$ cat src/rtl/zigzag_pkg.sv
// rtl/zigzag_pkg.sv - shared constants for the zig-zag reorder controller
// Contents: COEF_PER_BLK (coefficients per 8x8 block), IDX_W (coefficient
// index width), ZZ_LUT (zig-zag position -> raster index).
package zigzag_pkg;

  localparam int COEF_PER_BLK = 64;
  localparam int IDX_W        = 6;

  // Entry n is the raster index (row*8+col) of the n-th zig-zag coefficient.
  localparam logic [IDX_W-1:0] ZZ_LUT [0:COEF_PER_BLK-1] = '{
     0,  1,  8, 16,  9,  2,  3, 10,
    17, 24, 32, 25, 18, 11,  4,  5,
    12, 19, 26, 33, 40, 48, 41, 34,
    27, 20, 13,  6,  7, 14, 21, 28,
    35, 42, 49, 56, 57, 50, 43, 36,
    29, 22, 15, 23, 30, 37, 44, 51,
    58, 59, 52, 45, 38, 31, 39, 46,
    53, 60, 61, 54, 47, 55, 62, 63
  };

endpackage

$ cat src/rtl/zigzag_ctrl_side.sv
// rtl/zigzag_ctrl_side.sv - bank pointer plus coefficient counter for one side
// Ports:
//   clk, rst_n : clock, asynchronous active-low reset
//   i_flush    : synchronous clear of pointer and counter
//   i_step     : one coefficient moved on this side this cycle
//   o_bank     : bank currently addressed by this side
//   o_cnt      : coefficient index within the current block
//   o_wrap     : this step finishes the block (suppressed during flush)
module zigzag_ctrl_side
  import zigzag_pkg::*;
(
  input  logic             clk,
  input  logic             rst_n,
  input  logic             i_flush,
  input  logic             i_step,
  output logic             o_bank,
  output logic [IDX_W-1:0] o_cnt,
  output logic             o_wrap
);

  logic             r_bank;
  logic [IDX_W-1:0] r_cnt;
  logic             w_at_end;

  assign w_at_end = (r_cnt == IDX_W'(COEF_PER_BLK - 1));
  assign o_wrap   = i_step && w_at_end && !i_flush;
  assign o_bank   = r_bank;
  assign o_cnt    = r_cnt;

  always_ff @(posedge clk or negedge rst_n) begin
    if (!rst_n) begin
      r_bank <= 1'b0;
      r_cnt  <= '0;
    end else if (i_flush) begin
      r_bank <= 1'b0;
      r_cnt  <= '0;
    end else if (i_step) begin
      // 64 entries exactly fill the counter, so 63 -> 0 wraps naturally.
      r_cnt <= r_cnt + 1'b1;
      if (w_at_end) begin
        r_bank <= ~r_bank;
      end
    end
  end

endmodule

$ cat src/rtl/zigzag_ctrl.sv
// rtl/zigzag_ctrl.sv - ping-pong sequencing controller for zig-zag reorder
// Ports:
//   clk, rst_n          : clock, asynchronous active-low reset
//   flush               : synchronous abort of all buffered/partial blocks
//   in_valid / in_ready : raster-order coefficient handshake
//   wr_en, wr_bank, wr_addr : coefficient bank write controls
//   out_valid / out_ready   : zig-zag coefficient handshake
//   rd_bank, rd_addr, out_last : bank read mux controls, last-of-block flag
//   blk_cnt             : completed (fully drained) blocks, wrapping
module zigzag_ctrl
  import zigzag_pkg::*;
#(
  parameter int BLK_CNT_W = 8
) (
  input  logic                 clk,
  input  logic                 rst_n,
  input  logic                 flush,
  input  logic                 in_valid,
  output logic                 in_ready,
  output logic                 wr_en,
  output logic                 wr_bank,
  output logic [IDX_W-1:0]     wr_addr,
  output logic                 out_valid,
  input  logic                 out_ready,
  output logic                 rd_bank,
  output logic [IDX_W-1:0]     rd_addr,
  output logic                 out_last,
  output logic [BLK_CNT_W-1:0] blk_cnt
);

  logic [1:0]           r_full;
  logic [BLK_CNT_W-1:0] r_blk_cnt;
  logic [1:0]           w_full_nxt;

  logic                 w_accept;
  logic                 w_xfer;
  logic                 w_wr_bank;
  logic                 w_rd_bank;
  logic [IDX_W-1:0]     w_wr_cnt;
  logic [IDX_W-1:0]     w_rd_cnt;
  logic                 w_wr_wrap;
  logic                 w_rd_wrap;

  // Writer only sees banks that are not full, reader only full ones, so the
  // two sides can never collide on a bank in the same role.
  assign in_ready  = !r_full[w_wr_bank];
  assign out_valid = r_full[w_rd_bank];
  assign w_accept  = in_valid && in_ready;
  assign w_xfer    = out_valid && out_ready;

  assign wr_en     = w_accept;
  assign wr_bank   = w_wr_bank;
  assign wr_addr   = w_wr_cnt;
  assign rd_bank   = w_rd_bank;
  assign rd_addr   = out_valid ? ZZ_LUT[w_rd_cnt] : ZZ_LUT[0];
  assign out_last  = out_valid && (w_rd_cnt == IDX_W'(COEF_PER_BLK - 1));
  assign blk_cnt   = r_blk_cnt;

  zigzag_ctrl_side u_wr_side (
    .clk     (clk),
    .rst_n   (rst_n),
    .i_flush (flush),
    .i_step  (w_accept),
    .o_bank  (w_wr_bank),
    .o_cnt   (w_wr_cnt),
    .o_wrap  (w_wr_wrap)
  );

  zigzag_ctrl_side u_rd_side (
    .clk     (clk),
    .rst_n   (rst_n),
    .i_flush (flush),
    .i_step  (w_xfer),
    .o_bank  (w_rd_bank),
    .o_cnt   (w_rd_cnt),
    .o_wrap  (w_rd_wrap)
  );

  // Final write and final read land on different banks, so both flag updates
  // can be applied in the same cycle without arbitration.
  always_comb begin
    w_full_nxt = r_full;
    if (w_wr_wrap) begin
      w_full_nxt[w_wr_bank] = 1'b1;
    end
    if (w_rd_wrap) begin
      w_full_nxt[w_rd_bank] = 1'b0;
    end
  end

  always_ff @(posedge clk or negedge rst_n) begin
    if (!rst_n) begin
      r_full    <= 2'b00;
      r_blk_cnt <= '0;
    end else if (flush) begin
      // Block count survives a flush; only buffered data is discarded.
      r_full    <= 2'b00;
    end else begin
      r_full    <= w_full_nxt;
      if (w_rd_wrap) begin
        r_blk_cnt <= r_blk_cnt + 1'b1;
      end
    end
  end

endmodule
$ cat config.mk
export PLATFORM = sky130hd
export DESIGN_NAME = zigzag_ctrl
export DESIGN_NICKNAME = d
export VERILOG_FILES = /design/src/rtl/zigzag_pkg.sv /design/src/rtl/zigzag_ctrl_side.sv /design/src/rtl/zigzag_ctrl.sv
export SDC_FILE = /design/constraint.sdc
export NUM_CORES = 1
export LEC_CHECK = 0
export ABC_AREA = 1
export ABC_CLOCK_PERIOD_IN_PS = 2400
export CAP_MARGIN = 20
export CORE_ASPECT_RATIO = 0.9
export CORE_MARGIN = 2
export CORE_UTILIZATION = 30
export DETAILED_ROUTE_END_ITERATION = 10
export PLACE_DENSITY = 0.49
export SETUP_SLACK_MARGIN = 0.3
export SLEW_MARGIN = 20
export SYNTH_ARGS = -nofsm -noshare
export SYNTH_HDL_FRONTEND = slang
export SYNTH_SLANG_ARGS = --single-unit
$ cat constraint.sdc
create_clock -name clk -period 2.4 [get_ports clk]
set_input_delay 0.24 -clock clk [delete_from_list [all_inputs] [get_ports clk]]
set_output_delay 0.24 -clock clk [all_outputs]
set_load 0.005 [all_outputs]
---- Word level (Yosys, flattened, before mapping) ----
Memory sizes are Yosys's and may differ from the RTL's.
Index checks and enable logic that the tools add are counted.
word-level totals
  word-level logic and storage cells ...... 66
  memory bits (read-only) ................. 384
  flip-flop bits (word level) ............. 24
  memories ................................ 1
  input bits .............................. 5
  output and inout port bits .............. 26
operators by class
  order comparisons ....................... 5
  multiplexer cells ....................... 24
  equality and inequality tests ........... 2
  add/sub/neg operators ................... 3
  bitwise gates (word level) .............. 7
  reductions and logical operators ........ 18
memory list
  name              depth  width  read ports  clocked after memory_dff  write ports  line               RTL
  (name not given)  64     6      1           0                         0            zigzag_ctrl.sv:55  assign rd_addr = out_valid ? ZZ_LUT[w_rd_cnt] : ZZ_LUT[0];
operator list
  cell                 count
  $mux 6               7
  $add 6x1->6 const B  2
  $eq 6x6->1 const B   2
  $mux 1               12
  $logic_and 1x1->1    9
  $add 8x1->8 const B  1
  $reduce_bool 2->1    4
  $ge 7x7->1 const B   1
  $not 6->7            1
  $mux 2               3
  $reduce_and 2->1     3
  $lt 1x2->1 const B   2
  $not 1->1            3
  $and 2x2->2          1
  $demux 1 s1          2
  $ge 1x1->1 const B   2
  $logic_not 1->1      2
  $not 2->2            1
  $or 2x2->2           1

---- Logic depth before layout (Yosys ltp) ----
Gate-level depths: netlist of run 1.
  depth in word-level cells ............... 10
  gate-level depth with buffers ........... 11
  mapped depth without buffers ............ 11

---- By module ----
From an unflattened synthesis of run 1, not the netlist that was laid out.
second synthesis, totals
  cell total of the unflattened synthesis .. 311
  area total of the unflattened synthesis .. 2048.2 um^2
modules (own cells, without submodules)
  module            area an instance (um^2)  times used  cells each  seq. area each (um^2)
  zigzag_ctrl       1265.0                   1           203         250.2
  zigzag_ctrl_side  391.6                    2           54          175.2

---- Least setup slack after synthesis of run 1 ----
No wires, ideal clock.
  path kind ............................... register -> output
  start ................................... reg u_rd_side.r_cnt[0] (netlist: u_rd_side.o_cnt[0])
  end ..................................... out rd_addr[1]
  stages on the path, launching flop included .. 12
  data required time ...................... 2.160 ns
  data arrival time ....................... 1.508 ns
  path buffers ............................ 0
  path slack .............................. 0.652 ns
  cell sequence ........................... dfrtp_1 -> inv_2 -> ha_1 -> nand2_1 -> nand2_1 -> nand2_1 -> nand2_1 -> nand2_1 -> nand2_1 -> nand2_1 -> nand2_1 -> nor2_1
between the ends
  longest elaborated chain between the ends .. 5
RTL lines
  item                                        line                    RTL
  from (decl)                                 zigzag_ctrl_side.sv:22  logic [IDX_W-1:0] r_cnt;
  from (signal assigned)                      zigzag_ctrl_side.sv:39  r_cnt <= r_cnt + 1'b1;
  $not 6->7 (not written as such)             zigzag_ctrl.sv:55
  $mem_v2 64x6                                n/a
  $mux 6 (not written as such) (2 in series)  zigzag_ctrl.sv:55
  $mux 6                                      zigzag_ctrl.sv:55
  to (decl)                                   zigzag_ctrl.sv:26       output logic [IDX_W-1:0] rd_addr,
No other way between the ends. The select of a mux whose other input is x is not followed.

---- Worst setup path after layout of run 1 ----
  start ................................... reg u_rd_side.r_cnt[2] (netlist: u_rd_side.o_cnt[2])
  end ..................................... out rd_addr[1]
The elaborated chain is that of the path after synthesis.

==> results by stage, run 1 <==
Outcome:
- The run finished with clean final reports.

Timing:
- The count of final setup violators is 0.
- Setup repair after global routing could not meet its margin everywhere.
- The hold violation total from the final report is 0.
- The post-route setup TNS is 0 ps.
- The number of pins with negative max-slew slack in the final report was 0.
- The transition time of the tightest slew-check pin is 336 ps.
- The worst slew margin relative to its limit is 0.775.
- In the finished design, the share of the clock period the worst path needs comes to 0.852.
- The highest clock rate is 489 MHz.
- The worst clock skew is 10.7 ps.
- The final hold slack is 332 ps.
- The minimum clock period after layout is 2050 ps.

Critical path:
- STA classifies the critical path endpoint as an output port.
- The largest single stage delay on the critical path is 430 ps.
- STA classifies the critical path startpoint as a flop.
- STA puts the critical path data required time at 2160 ps.
- In this design, the largest share of critical-path delay is due to buffers and inverters.
- In this run the critical register-to-register path is launched from u_rd_side.o_cnt[2].
- The signal on the critical path passes through buf_8 -> buf_12 -> buf_4 -> ha_1 -> a21oi_1 -> nand2_1 -> a21oi_1 -> nor2_1 -> clkbuf_2.
- The category of the most critical setup path is flop to output port.
- The startpoint of the worst setup timing path is u_rd_side.o_cnt[2].
- Along the worst path, the maximum fanout reaches 8.
- Data on the critical path arrives at its endpoint at 1810 ps.
- The cell with the largest stage delay on the worst path is sky130_fd_sc_hd__dfrtp_1.
- The most numerous cell type found on the critical path is sky130_fd_sc_hd__a21oi_1.
- The number of buffers and inverters on the critical path is 4.

Synthesis:
- The share of the Yosys chip area taken by registers is 0.294.
- By area the synthesized netlist is led by sky130_fd_sc_hd__dfrtp_1 29%, sky130_fd_sc_hd__nand2_1 18%, sky130_fd_sc_hd__ha_1 12%, sky130_fd_sc_hd__nand3_1 5.9%, sky130_fd_sc_hd__nor2_1 5.7%.
- In this run the mean area of a mapped cell was 6.64 um2.
- sky130_fd_sc_hd__nand2_1 is the most common cell in the netlist.
- The biggest area contributor in the post-synthesis netlist is sky130_fd_sc_hd__dfrtp_1.
- After synthesis the netlist holds a flip-flop and latch count of 24.
- The number of nets handed over by synthesis was 332.
- The flip-flop cell with the highest count after synthesis is sky130_fd_sc_hd__dfrtp_1.
- In the synthesized netlist the async set-or-reset flop fraction comes to 1.00.
- The number of distinct library cells after synthesis is 28.
- The commonest cells after synthesis are 96 x sky130_fd_sc_hd__nand2_1, 31 x sky130_fd_sc_hd__nor2_1, 24 x sky130_fd_sc_hd__dfrtp_1, 24 x sky130_fd_sc_hd__nand3_1, 23 x sky130_fd_sc_hd__inv_1.
- The number of enable flip-flop cells after synthesis is 0.
- The synthesized netlist occupies a cell area of 0.00204 mm2.
- The count of mapped cells out of synthesis is 308.
- Of the post-synthesis cell area, the dominant cell type holds 0.294.
- The total of warnings raised by yosys is 0.

Final layout:
- Once layout is complete, the utilization of the core stands at 0.423.
- The fill cell instance count of the final layout is 715.
- The number of nets in the layout is 384.
- The layout cell share with drive strength beyond 1 is 0.217.
- Summing all non-filler instances in the final layout gives an area of 0.00278 mm2.
- The synthesis-to-layout area growth is 36.2%.
- The repair_antennas step left the layout with diodes totalling 0.

Power and ir drop:
- The worst IR drop on VDD is 206 uV.
- The share of total power dissipated in the clock network is 0.373.
- The total power density per cell area is 264 mW/mm2.
- Summed over all nets, the switching power comes to 160 uW.
- Of the total power, combinational logic draws 0.066.
- The share of total power dissipated in sequential elements is 0.561.
- In this run the static leakage power is 0.00125 uW.
- The proportion of total power due to net switching is 0.219.
- The internal portion of the total power is 574 uW.

Global routing:
- The largest net degree at the start of global routing is 25.
- The total grt overflow is 0.
- The global-route wire length before repair is 9490 um.
- The number of global-route vias before repair is 1914.
- For this run, the total global-route usage over all layers was measured as 0.156.
- The number of antenna violations at the first check in global routing is 0.

Floorplanning:
- The floorplan step set the die height to 82.3 um.
- The placeable core region is 0.00659 mm2.
- The number of core rows is 28.
- The total I/O pin count is 31.
- Measured along the x axis, the die boundary spans 91.0 um.
- The initial utilization of the core area, before any placement, comes to 0.310.
- The die covers 0.00749 mm2.

Detailed routing:
- The count of routing violations after the opening detailed-route iteration is 100.
- The post-detailed-routing wire length is 5790 um.
- The wire length on met2 is 2690 um.
- The uppermost layer routed is met4.
- The wire length on met3 is 263 um.
- In the routed design, unresolved DRC markers number 0.
- In the final routing, the length of wire on met1 measures 2790 um.
- Before antenna repair, the detailed router went through 4 iterations.
- The total number of vias is 2163.
- The average routed wire per standard cell is 12.9 um.
- In this run the remaining antenna-violating nets after routing total 0.
- In the routed layout, each cell is associated on average with a via count of 4.82.

Place:
- The detailed-placement wirelength estimate is 4110 um.
- The count of buffers added on input and output ports is 30.
- The placed instances occupy a cell area of 0.00252 mm2.
- Routability-driven placement finished with a final weighted congestion of 0.898.

Clocking:
- The number of sinks driven by the clock tree is 24.
- The clock transition at the registers of the reported paths is 90 ps.
- The cell sitting at the root of the clock tree is a sky130_fd_sc_hd__clkbuf_8.
- The clock reaches the later pin of the worst-skew pair after 270 ps.
- The clock passes through at most 2 buffers.
- TritonCTS built the clock tree.
- Hold repair after CTS inserted 0 buffers.
- In this run the number of H-tree levels came out at 1.
- TritonCTS created 3 clock buffers.

Job:
- Max-cap violations in this run came to 0.

Hold path:
- The worst hold path belongs to the class primary input to asynchronous set/reset pin.
-- routing by layer --
metal	GRT usage	vias up
li1	-	1106
met1	0.224	994
met2	0.257	59
met3	0.0145	4
met4	0.0333	0
met5	0	-
-- per-stage QoR --
stage | worst slack (ps) | total power (uW) | cells
3_5_place_dp | 231 | 469 | 433
2_1_floorplan | 652 | 438 | 308
3_3_place_gp | 229 | 470 | 433
6_report | 355 | 734 | 449
5_1_grt | 216 | 773 | 449
4_1_cts | 225 | 745 | 442
-- final cells by class --
cell class,count,area [um2],area share
Multi-Input combinational cell,242,1380,0.495
Sequential cell,24,603,0.217
Timing Repair Buffer,55,497,0.178
Inverter,34,138,0.0494
Tap cell,90,113,0.0404
Clock buffer,4,55.1,0.0198
-- cell usage in the layout (no fill, tap or decap), types with 6 or more instances in the layout --
cell type,instances
sky130_fd_sc_hd__nand2_1,91
sky130_fd_sc_hd__nor2_1,28
sky130_fd_sc_hd__nand3_1,24
sky130_fd_sc_hd__clkdlybuf4s50_1,23
sky130_fd_sc_hd__dfrtp_1,22
sky130_fd_sc_hd__o21ai_1,20
sky130_fd_sc_hd__inv_1,19
sky130_fd_sc_hd__buf_4,19
sky130_fd_sc_hd__a21oi_1,15
sky130_fd_sc_hd__inv_2,12
sky130_fd_sc_hd__ha_1,11
sky130_fd_sc_hd__nand2_2,6
sky130_fd_sc_hd__nand4_1,6
-- timing repair --
action,in CTS,in global routing
cloned,0,0
setup buffers,5,7
pin swaps,6,13
resized for setup,28,33
setup endpoints to repair,7,6
-- state kept, by name (all words and copies together), names as in the netlist --
| name | flops |
|---|---|
| blk_cnt | 8 |
| r_full | 2 |
| u_rd_side.o_bank | 1 |
| u_rd_side.o_cnt | 6 |
| u_wr_side.o_bank | 1 |
| u_wr_side.o_cnt | 6 |
-- power groups by stage --
stage / sequential (uW) / combinational (uW) / clock [uW]
3_5_place_dp: 420 / 49.7 / 0
5_1_grt: 413 / 55.1 / 306
2_1_floorplan: 420 / 18.5 / 0
3_3_place_gp: 420 / 49.6 / 0
4_1_cts: 412 / 49.8 / 283
6_report: 412 / 48.3 / 274
-- worst reg2reg max path, cell delays in order (launching register included) --
cell,delay [ps]
sky130_fd_sc_hd__dfrtp_1,420
sky130_fd_sc_hd__buf_8,140
sky130_fd_sc_hd__buf_12,120
sky130_fd_sc_hd__buf_4,120
sky130_fd_sc_hd__nand2_1,70
sky130_fd_sc_hd__nor2_4,130
sky130_fd_sc_hd__nand2_2,90
sky130_fd_sc_hd__nor2_4,150
sky130_fd_sc_hd__nand2_4,110
sky130_fd_sc_hd__o21ai_1,140
sky130_fd_sc_hd__nand2_1,60
-- path summary, 6_finish.rpt --
path,to,slack (ps),depth (start not counted)
min reg2reg,r_full[1],550,2
min,u_wr_side.o_cnt[5],330,2
max reg2reg,blk_cnt[5],730,10
max in group asynchronous,u_rd_side.o_cnt[1],1810,2
max,rd_addr[1],350,9
min in group clk,r_full[1],550,2
-- kinds of logic after synthesis --
logic type               share of synthesized area
adder cells (fa/ha/maj)                      0.116
AND/OR/NAND/NOR                              0.348
AO/OA/AOI/OAI                                0.138
flip-flops                                   0.294
buffers and inverters                       0.0826
XOR/XNOR                                    0.0214
No activity file was read; power rests on OpenSTA's default activity.
==> run 2, diff against run 1 <==
Settings changed: CAP_MARGIN 20 to default, CELL_PAD_IN_SITES_DETAIL_PLACEMENT from default to 0, CELL_PAD_IN_SITES_GLOBAL_PLACEMENT from default to 1, PLACE_DENSITY 0.49 to 0.65.
==> results by stage, run 2 (synthesis results as in run 1) <==
Outcome:
- The flow ran to the end, and the final reports show no timing, DRC or antenna violations.

Place:
- The instance count after placement with tap cells included is 431 (-0.46%).
- The number of I/O port buffers is 30 (unchanged).
- The detailed-placement wirelength estimate was 4150 um (+1.0%).
- The routability congestion estimate is 0.816 (-9.1%).

Critical path:
- The largest fanout on the critical path is 6 (-2).
- The critical path arrival was 1870 ps (+60 ps).
- The worst setup path is launched from a flop.
- The kind of end point of the critical path is an output port.
- The critical path is of the flop to output port type.
- The worst-case reg-to-reg path depth is 9 (-1).
- The data required time of the critical path is 2160 ps (about the same).

Timing:
- The final hold slack is 325 ps (-6.42 ps).
- The count of final setup violators was 0 (unchanged).
- The transition time of the tightest slew-check pin is 340 ps (+4.84 ps).
- The minimum clock period after layout was 2110 ps (+65.1 ps).
- The number of pins with negative max-slew slack in the final report is 0 (unchanged).
- The worst clock skew is 3.63 ps (-7.11 ps).
- The highest clock rate is 474 MHz (-3.1%).
- The post-route setup TNS is 0 ps (unchanged).
- The worst slew margin relative to its limit is 0.773 (-0.00273).
- Setup repair after global routing could not meet its margin everywhere.
- The hold violation total from the final report is 0 (unchanged).
- The final cycle utilization of the critical path is 0.879 (+0.0271).

Clocking:
- The maximum clock path buffer count was 2 (unchanged).
- The number of sinks driven by the clock tree came to 24 (unchanged).
- The clock transition at the registers of the reported paths is 90 ps (about the same).
- TritonCTS built the clock tree.
- The H-tree depth was 1 (unchanged).
- The total CTS buffers is 3 (unchanged).
- The root buffer selected by CTS is sky130_fd_sc_hd__clkbuf_8.
- The clock insertion delay at the later pin of the skew report is 270 ps (about the same).

Detailed routing:
- The DRC violation count after routing was 0 (unchanged).
- The iteration count of the initial detailed-routing pass is 4 (unchanged).
- The post-detailed-routing wire length was 6130 um (+5.9%).
- The count of routing violations after the opening detailed-route iteration came to 110 (+10%).
- The antenna violation net count after detailed routing came to 0 (unchanged).
- The average routed wire per standard cell is 13.7 um (+5.9%).
- The mean number of vias per cell came to 4.83 (+0.32%).
- The total number of vias is 2170 (+0.32%).

Floorplanning:
- The die height is 82.3 um (unchanged).
- The floorplan die area is 0.00749 mm2 (unchanged).
- The number of core rows is 28 (unchanged).
- The placeable core region is 0.00659 mm2 (unchanged).
- The total I/O pin count is 31 (unchanged).
- The width of the chip is 91.0 um (unchanged).
- The initial core utilization came to 0.310 (unchanged).

Power and ir drop:
- The fraction of power consumed by combinational cells is 0.068 (+0.002).
- The proportion of total power due to net switching came to 0.231 (+0.0122).
- The worst IR drop on VDD is 221 uV (+7.5%).
- The internal portion of total power is 540 uW (-5.9%).
- The relative contribution of the clock network to total power is 0.345 (-0.028).
- The sum of internal, switching and leakage power came to 702 uW (-4.4%).
- The total power density per cell area is 241 mW/mm2 (-8.7%).
- The standby leakage power is 0.00130 uW (+4.1%).
- The part of the power in registers was 0.587 (+0.026).
- The net switching component of the power came to 162 uW (+0.90%).

Final layout:
- From synthesis to final layout, the design area changed by 42.5%.
- The flip-flop count of the largest register after layout is 8 (unchanged).
- Leaving out fill and tap cells, the most frequent cell in the layout is sky130_fd_sc_hd__nand2_1.
- The layout cell share with drive strength beyond 1 is 0.262 (+0.0446).
- The library cells used most frequently in the layout, excluding fill and tap cells, are 88 x sky130_fd_sc_hd__nand2_1, 26 x sky130_fd_sc_hd__nor2_1, 23 x sky130_fd_sc_hd__clkdlybuf4s50_1.
- The number of inserted diodes was 0 (unchanged).
- The number of nets in the layout is 385 (+0.26%).
- The number of standard cells in the final layout excluding fillers was 449 (unchanged).

Global routing:
- The global-route wire length before repair came to 9920 um (+4.5%).
- The met2 usage is 0.288 (+0.0311).
- The largest net degree at the start of global routing is 25 (unchanged).
- The number of global-route vias before repair was 2089 (+9.1%).
- The most crowded layer after global routing is met2.
- The fraction of met1 tracks used by global routing came to 0.217 (-0.00668).
- The global-route usage over all layers came to 0.164 (+0.00812).
- The total grt overflow is 0 (unchanged).
- The number of antenna violations at the first check in global routing is 0 (unchanged).
- The fraction of met3 tracks used by global routing is 0.0163 (+0.00181).

Hold path:
- The kind of path behind the tightest hold check is primary input to asynchronous set/reset pin.

Job:
- The max-capacitance violation count was 0 (unchanged).
[run 2: metal layers]
metal,routed length (um),part of all wire,up-vias
met5,0,0,-
met3,223,0.036,10
met4,110,0.018,0
met2,2890,0.47,52
met1,2910,0.47,1009
li1,-,-,1099
[run 2: power groups by stage]
| stage | registers (uW) | logic [uW] | clock network, uW |
|---|---|---|---|
| after detailed placement | 420 | 49.6 | 0 |
| after floorplan | 420 | 18.5 | 0 |
| after CTS | 412 | 49.5 | 252 |
| final | 412 | 48.0 | 242 |
| after global placement | 420 | 50.3 | 0 |
| after global routing | 413 | 54.3 | 268 |
[run 2: cell type report]
class | count | area [um2]
sequential | 24 | 604
fill | 701 | 3670
multi-input combinational | 242 | 1480
clock buffer | 3 | 41.3
tap | 90 | 113
timing repair buffer | 56 | 524
inverter | 34 | 148
[run 2: worst max-delay path, stage by stage (launching register included)]
cell and delay, ps:
sky130_fd_sc_hd__dfrtp_2 460, sky130_fd_sc_hd__clkinv_4 110, sky130_fd_sc_hd__ha_4 310, sky130_fd_sc_hd__inv_1 50, sky130_fd_sc_hd__nand2_2 100, sky130_fd_sc_hd__nand3_2 70
sky130_fd_sc_hd__nand2_1 60, sky130_fd_sc_hd__nand2_1 60, sky130_fd_sc_hd__a21oi_2 140, sky130_fd_sc_hd__nor2_1 50, sky130_fd_sc_hd__clkdlybuf4s15_1 190
[run 2: path summary, 6_finish.rpt]
check,to,from,slack (ps)
max,rd_addr[1],u_rd_side.o_cnt[1],290
max in group asynchronous,u_rd_side.o_cnt[1],rst_n,1800
min reg2reg,blk_cnt[6],blk_cnt[6],560
max reg2reg,blk_cnt[2],u_rd_side.o_cnt[0],890
min,u_wr_side.o_cnt[0],rst_n,330
min in group clk,u_wr_side.o_cnt[3],flush,550
[run 2: timing repair]
action | 4_1_cts | 5_1_grt
gates resized for setup | 49 | 45
buffers inserted | 10 | 5
pin swaps | 17 | 24
hold buffers | 0 | 0
setup endpoints to repair | 7 | 7
[run 2: metrics by stage]
stage | util | cell area [um2] | worst slack (ps)
2_1_floorplan | - | 2040 | 652
3_3_place_gp | 0.380 | 2500 | 194
3_5_place_dp | 0.380 | 2500 | 130
4_1_cts | 0.413 | 2720 | 260
5_1_grt | 0.442 | 2910 | 177
6_report | 0.442 | 2910 | 289
==> run 3, diff against run 2 <==
Settings changed: CAP_MARGIN from default to 20, GPL_ROUTABILITY_DRIVEN from default to 0.
==> results of run 3 <==
Same layout as run 2: the final DEF is identical, and so are final timing and power.
